<file path="config.mk">
export PLATFORM = sky130hd
export DESIGN_NAME = wrr_grant_arbiter
export DESIGN_NICKNAME = d
export VERILOG_FILES = /design/src/rtl/dma_arb_pkg.sv /design/src/rtl/rr_pick.sv /design/src/rtl/wrr_grant_arbiter.sv
export SDC_FILE = /design/constraint.sdc
export NUM_CORES = 1
export LEC_CHECK = 0
export ABC_AREA = 1
export BUFFER_PORTS_ARGS = -buffer_cell sky130_fd_sc_hd__buf_2
export CAP_MARGIN = 15
export CORE_UTILIZATION = 53
export CTS_BUF_LIST = sky130_fd_sc_hd__clkbuf_8
export DETAILED_ROUTE_END_ITERATION = 8
export PLACE_DENSITY = 0.8
export SYNTH_ARGS = -nofsm -noshare
export SYNTH_HDL_FRONTEND = slang
export SYNTH_SLANG_ARGS = --single-unit
export TNS_END_PERCENT = 5
</file>
<file path="constraint.sdc">
create_clock -name clk -period 2.7 [get_ports clk]
set_input_delay 0.54 -clock clk [delete_from_list [all_inputs] [get_ports clk]]
set_output_delay 0.54 -clock clk [all_outputs]
set_load 0.02 [all_outputs]
</file>
<file path="src/rtl/dma_arb_pkg.sv">
// ---------------------------------------------------------------------------
// dma_arb_pkg
//
// Shared types and helpers for the DMA channel arbiters.
//   arb_state_t : arbiter state (ARB_IDLE = no grant held, ARB_BUSY = grant held)
//   MAX_REQ     : widest request vector the helper functions accept
//   onehot2idx  : binary index of a one-hot vector (0 for an all-zero vector)
//   rotl1       : circular rotate-left-by-one of a one-hot vector of a given width
// ---------------------------------------------------------------------------
package dma_arb_pkg;

  localparam int MAX_REQ = 32;
  localparam int MAX_IDX_W = 5;

  typedef enum logic [0:0] {
    ARB_IDLE = 1'b0,
    ARB_BUSY = 1'b1
  } arb_state_t;

  // Returns the bit position of the set bit. OR-ing the positions keeps the
  // logic a simple encoder rather than a priority chain, which is safe
  // because the input is guaranteed one-hot (or zero).
  function automatic logic [MAX_IDX_W-1:0] onehot2idx(input logic [MAX_REQ-1:0] onehot);
    logic [MAX_IDX_W-1:0] idx;
    idx = '0;
    for (int i = 0; i < MAX_REQ; i++) begin
      if (onehot[i]) begin
        idx = idx | MAX_IDX_W'(i);
      end
    end
    return idx;
  endfunction

  // Rotates the lowest 'width' bits left by one; bit width-1 wraps to bit 0.
  // Bits at or above 'width' come back as zero.
  function automatic logic [MAX_REQ-1:0] rotl1(input logic [MAX_REQ-1:0] onehot,
                                               input int width);
    logic [MAX_REQ-1:0] rot;
    rot = '0;
    for (int i = 0; i < MAX_REQ - 1; i++) begin
      if (i + 1 < width) begin
        rot[i+1] = onehot[i];
      end
    end
    for (int i = 0; i < MAX_REQ; i++) begin
      if (i == width - 1) begin
        rot[0] = onehot[i];
      end
    end
    return rot;
  endfunction

endpackage

</file>
<file path="src/rtl/rr_pick.sv">
// ---------------------------------------------------------------------------
// rr_pick
//
// Combinational round-robin picker. Returns the first requester found when
// scanning upward (circularly) from the one-hot 'base' position.
//   reqs   in  REQ_NUM  request vector
//   base   in  REQ_NUM  one-hot starting position of the scan
//   winner out REQ_NUM  one-hot winner, zero when no request is present
// ---------------------------------------------------------------------------
module rr_pick #(
  parameter int REQ_NUM = 4
) (
  input  logic [REQ_NUM-1:0] reqs,
  input  logic [REQ_NUM-1:0] base,
  output logic [REQ_NUM-1:0] winner
);

  logic [2*REQ_NUM-1:0] double_req;
  logic [2*REQ_NUM-1:0] base_ext;
  logic [2*REQ_NUM-1:0] grant_dbl;

  // Duplicating the request vector lets a plain subtract find the first set
  // bit at or above 'base' without wrap logic: the borrow ripples up from
  // base until it hits a request, and masking keeps only that bit. A request
  // below base is found in the upper copy, so folding both halves together
  // gives the circular result.
  always_comb begin
    double_req = {reqs, reqs};
    base_ext   = {{REQ_NUM{1'b0}}, base};
    grant_dbl  = double_req & ~(double_req - base_ext);
    winner     = grant_dbl[2*REQ_NUM-1:REQ_NUM] | grant_dbl[REQ_NUM-1:0];
  end

endmodule

</file>
<file path="src/rtl/wrr_grant_arbiter.sv">
// ---------------------------------------------------------------------------
// wrr_grant_arbiter
//
// Weighted round-robin arbiter with held grants for DMA channel scheduling.
// A winning channel keeps its grant until it has been acknowledged 'weight'
// times or drops its request; the next winner then loads on the same edge.
//   clk         in   clock, rising edge
//   rst         in   asynchronous active-high reset
//   reqs        in   per-channel level requests
//   weights     in   per-channel beats per grant, channel i at [i*WEIGHT_W +: WEIGHT_W],
//                    zero behaves as one
//   mode        in   0 = weighted round-robin, 1 = fixed priority (lowest index wins)
//   gnt_ack     in   one beat of the current owner accepted
//   grans       out  registered one-hot grant
//   gnt_valid   out  any grant held
//   gnt_id      out  binary index of the owner, 0 when idle
//   credit_left out  beats remaining in the current grant
// ---------------------------------------------------------------------------
module wrr_grant_arbiter
  import dma_arb_pkg::*;
#(
  parameter int REQ_NUM  = 4,
  parameter int WEIGHT_W = 4,
  parameter int ID_W     = $clog2(REQ_NUM)
) (
  input  logic                         clk,
  input  logic                         rst,
  input  logic [REQ_NUM-1:0]           reqs,
  input  logic [REQ_NUM*WEIGHT_W-1:0]  weights,
  input  logic                         mode,
  input  logic                         gnt_ack,
  output logic [REQ_NUM-1:0]           grans,
  output logic                         gnt_valid,
  output logic [ID_W-1:0]              gnt_id,
  output logic [WEIGHT_W-1:0]          credit_left
);

  arb_state_t            state_q, state_d;
  logic [REQ_NUM-1:0]    base_q, base_d;
  logic [REQ_NUM-1:0]    grans_q, grans_d;
  logic [ID_W-1:0]       gnt_id_q, gnt_id_d;
  logic [WEIGHT_W-1:0]   credit_q, credit_d;

  logic [REQ_NUM-1:0]    rot_base;
  logic [REQ_NUM-1:0]    pick_base;
  logic [REQ_NUM-1:0]    winner;
  logic [WEIGHT_W-1:0]   winner_weight;
  logic [WEIGHT_W-1:0]   load_credit;
  logic [ID_W-1:0]       winner_id;
  logic                  owner_req;
  logic                  beat_release;
  logic                  release_evt;

  // The base for the pick depends on why we are arbitrating. In IDLE the
  // stored base is used. In BUSY the pick only matters on a release, and
  // then it must already use the rotated base so the next owner can load on
  // the same edge. Fixed-priority mode always scans from channel 0.
  always_comb begin
    rot_base = REQ_NUM'(rotl1(MAX_REQ'(grans_q), REQ_NUM));
    if (mode) begin
      pick_base = REQ_NUM'(1);
    end else if (state_q == ARB_BUSY) begin
      pick_base = rot_base;
    end else begin
      pick_base = base_q;
    end
  end

  rr_pick #(
    .REQ_NUM (REQ_NUM)
  ) u_pick (
    .reqs   (reqs),
    .base   (pick_base),
    .winner (winner)
  );

  // The winner is one-hot, so OR-ing the masked weight fields selects its
  // weight. A zero weight loads as one so every grant lasts at least a beat.
  always_comb begin
    winner_weight = '0;
    for (int i = 0; i < REQ_NUM; i++) begin
      if (winner[i]) begin
        winner_weight = winner_weight | weights[i*WEIGHT_W +: WEIGHT_W];
      end
    end
    load_credit = (winner_weight == '0) ? WEIGHT_W'(1) : winner_weight;
    winner_id   = ID_W'(onehot2idx(MAX_REQ'(winner)));
  end

  // A held grant ends either on its last acknowledged beat or as soon as the
  // owner stops requesting; both causes rotate the base the same way.
  always_comb begin
    owner_req    = |(reqs & grans_q);
    beat_release = gnt_ack && (credit_q == WEIGHT_W'(1));
    release_evt  = (state_q == ARB_BUSY) && (!owner_req || beat_release);
  end

  // Next-state logic. A release with other requests pending goes straight to
  // the next owner; only an empty request vector drops back to IDLE. Acks
  // outside a grant are ignored, and the credit only decrements while it is
  // above one, so it cannot wrap.
  always_comb begin
    state_d  = state_q;
    base_d   = base_q;
    grans_d  = grans_q;
    gnt_id_d = gnt_id_q;
    credit_d = credit_q;

    case (state_q)
      ARB_IDLE: begin
        if (|reqs) begin
          grans_d  = winner;
          gnt_id_d = winner_id;
          credit_d = load_credit;
          state_d  = ARB_BUSY;
        end
      end

      ARB_BUSY: begin
        if (release_evt) begin
          base_d = rot_base;
          if (|reqs) begin
            grans_d  = winner;
            gnt_id_d = winner_id;
            credit_d = load_credit;
            state_d  = ARB_BUSY;
          end else begin
            grans_d  = '0;
            gnt_id_d = '0;
            credit_d = '0;
            state_d  = ARB_IDLE;
          end
        end else if (gnt_ack) begin
          credit_d = credit_q - WEIGHT_W'(1);
        end
      end

      default: begin
        state_d  = ARB_IDLE;
        base_d   = REQ_NUM'(1);
        grans_d  = '0;
        gnt_id_d = '0;
        credit_d = '0;
      end
    endcase
  end

  // State and output registers. Reset drops any grant at once and restarts
  // arbitration from channel 0.
  always_ff @(posedge clk or posedge rst) begin
    if (rst) begin
      state_q  <= ARB_IDLE;
      base_q   <= REQ_NUM'(1);
      grans_q  <= '0;
      gnt_id_q <= '0;
      credit_q <= '0;
    end else begin
      state_q  <= state_d;
      base_q   <= base_d;
      grans_q  <= grans_d;
      gnt_id_q <= gnt_id_d;
      credit_q <= credit_d;
    end
  end

  assign grans       = grans_q;
  assign gnt_valid   = |grans_q;
  assign gnt_id      = gnt_id_q;
  assign credit_left = credit_q;

endmodule

</file>
==> impl_metrics.yaml <==
outcome:
  status: "finished, final reports clean"
clock_network:
  cts_buffer_depth: 2
  post_cts_buffers: 0
  cts_tree: "yes"
  root_buffer: "clkbuf_8"
  ctsResizeCount: 0
  holdBufCountCts: 0
  path_clk_slew_ns: 0.07
  cts_sinks: 15
  cts_made_buffers: 3
  clkLatencyLatePin_ns: 0.26
  cts_max_level: 1
global_routing:
  grt_pass1_vias: 1103
  grt_overflow: 0
  antenna_found_initial: 0
  grt_util_all_layers: 0.269
  grt_max_degree: 16
  grt_pass1_wl_mm: 4.93
yosys:
  syn_nets: 198
  ys_ff_latch: 15
  ys.flop_type: "dfrtp_1"
  async_flop_share: 1.00
  synthCells: 168
  yosysSeqAreaShare: 0.316
  yosys.cell_types.count: 28
  avgSynthCellArea_sq_um: 7.09
  synth_enable_flop_cells: 0
  yosys_warnings: 0
  synth.cell_area_sq_um: 1190
sta:
  period_share: 0.895
  max_freq_ghz: 0.414
  slew_headroom: 0.614
  fin_skew_ns: 0.00318
  final.setup.tns_ns: 0
  finalMaxSlewViolations: 0
  tightest_slew_ns: 0.579
  setup_viol: 0
  rsz0062_at_grt: "false"
  fin_ws_ns: 0.284
  hold_viol: 0
  fin_crit_ns: 2.42
worst_setup_path:
  critical_path_required_ns: 2.87
  cp-end-kind: "flop"
  start_kind: "flop"
  worstSetupPathType: "flop to flop"
  ff2ff_path_depth: 12
  worstPathMaxFanout: 12
  crit_arrival_ns: 2.59
floorplan:
  design.core.area_sq_um: 2040
  num_rows: 16
  fp.dieW_um: 49.4
  die_area_sq_um: 2440
  die_y_um: 49.4
  boundaryPins: 35
  initial_utilization: 0.583
placed_design:
  routabilityCongestion: 0.840
  place_area_sq_um: 1370
  dp.cells: 226
  io_buffers: 34
  pre_cts_slack_ns: 0.174
  post-dp-hpwl_mm: 2.33
power_and_ir_drop:
  peakVddDrop_uv: 593
  p_leak_nw: 0.766
  p_per_area_nw_per_um2: 991
  power_w: 0.00141
worst_hold_path:
  hp-class: "input pin to asynchronous set/reset pin"
flow_run:
  drv_cap: 0
cells_and_area:
  fin_nets: 234
  syn_to_final_growth_pct: 19.3
  n_antenna_cell: 0
  fin_area_sq_um: 1420
  drive_gt1_frac: 0.310
  stdcell_count: 230
detailed_routing:
  ant_nets: 0
  wl_per_cell_um: 12.7
  drt-initial-drc-count: 43
  num_vias: 1221
  vias_per_cell: 5.31
  postRouteWirelength_mm: 2.92
  first_pass_iters: 4
  drc: 0
## metal layers
metal  wire (um)  part of all wire  track usage  vias to the layer above
met1        1330              0.45        0.358                      547
met4          34             0.012       0.0952                        0
met3         195             0.067       0.0498                        5
met5           0                 0            0                        -
li1            -                 -            -                      616
met2        1360              0.47        0.434                       53
## layout by cell type (no fill, tap or decap)
cell and instances:
a22oi_1 3, clkbuf_8 3, nand2_2 6, nand4_1 3, o2111ai_2 1, dfrtp_2 1, a21oi_2 4, a21oi_4 1
clkinv_1 2, nand3_1 14, inv_2 4, o21ai_2 1, and2_4 1, o21ai_1 4, nand3_2 3, dfrtp_1 13
ha_1 5, inv_4 1, nor2_1 5, a21oi_1 9, nand2_1 47, o21ai_0 9, buf_2 34, dfstp_2 1
fa_1 1, nor3_1 3, or2_2 1, xor2_1 2, inv_1 20, clkinv_2 1
## sequential cells by signal, summed over array words and instances, names as in the netlist
register / count
base_q: 4
credit_left: 4
gnt_id: 2
grans: 4
state_q: 1
## final cells by class
class	count	area (sq um)
Multi-Input combinational cell	123	689
Fill cell	172	621
Sequential cell	15	378
Timing Repair Buffer	34	170
Inverter	27	104
Clock buffer	3	41.3
Tap cell	27	33.8
Clock inverter	1	5.00
## kinds of logic (layout without fill, tap and decap cells)
family / Yosys count / in the layout / share of synthesized area
adder cells (fa/ha/maj): 6 / 6 / 0.0693
buffers and inverters: 30 / 65 / 0.105
AO/OA/AOI/OAI: 32 / 32 / 0.174
XOR/XNOR: 2 / 2 / 0.0147
AND/OR/NAND/NOR: 83 / 83 / 0.320
flip-flops: 15 / 15 / 0.316
## critical path: stages (launching register included)
cell and delay (ns):
dfrtp_2 0.49, a21oi_1 0.17, o21ai_0 0.17, fa_1 0.46
or2_2 0.32, nand3_2 0.10, and2_4 0.16, nand2_1 0.05
nand3_1 0.09, a21oi_2 0.04, inv_1 0.06, nand2_1 0.06
a22oi_1 0.16
## report_power, final
group	internal, W	switching, W
Sequential	0.000328	0.0000694
Clock	0.000103	0.0000878
Combinational	0.000281	0.000541
Total	0.000711	0.000698
## synthesized netlist by cell type (4+ instances only)
cell / number / area (sq um)
a21oi_1: 9 / 45.0
a21oi_2: 4 / 35.0
dfrtp_1: 14 / 350
ha_1: 5 / 62.6
inv_1: 20 / 75.1
inv_2: 4 / 15.0
nand2_1: 47 / 176
nand2_2: 6 / 37.5
nand3_1: 14 / 70.1
nor2_1: 5 / 18.8
o21ai_0: 9 / 45.0
o21ai_1: 4 / 20.0
## path summary, 6_finish.rpt
check,start,to,slack [ns]
setup / recovery,state_q$_DFF_PP0_,credit_left[2]$_DFFE_PP0P_,0.28
hold / removal,rst,credit_left[2]$_DFFE_PP0P_,0.33
setup reg to reg,state_q$_DFF_PP0_,credit_left[2]$_DFFE_PP0P_,0.28
hold reg to reg,base_q[1]$_DFFE_PP0P_,base_q[1]$_DFFE_PP0P_,0.49
max in group asynchronous,rst,state_q$_DFF_PP0_,1.95
min in group clk,base_q[1]$_DFFE_PP0P_,base_q[1]$_DFFE_PP0P_,0.49
## through the flow
stage,util,hold WS [ns]
global placement,0.673,0.466
global route,0.696,0.374
CTS,0.695,0.354
floorplan,-,0.441
detailed placement,0.673,0.473
finish,0.696,0.332
No activity file was read; power rests on OpenSTA's default activity.
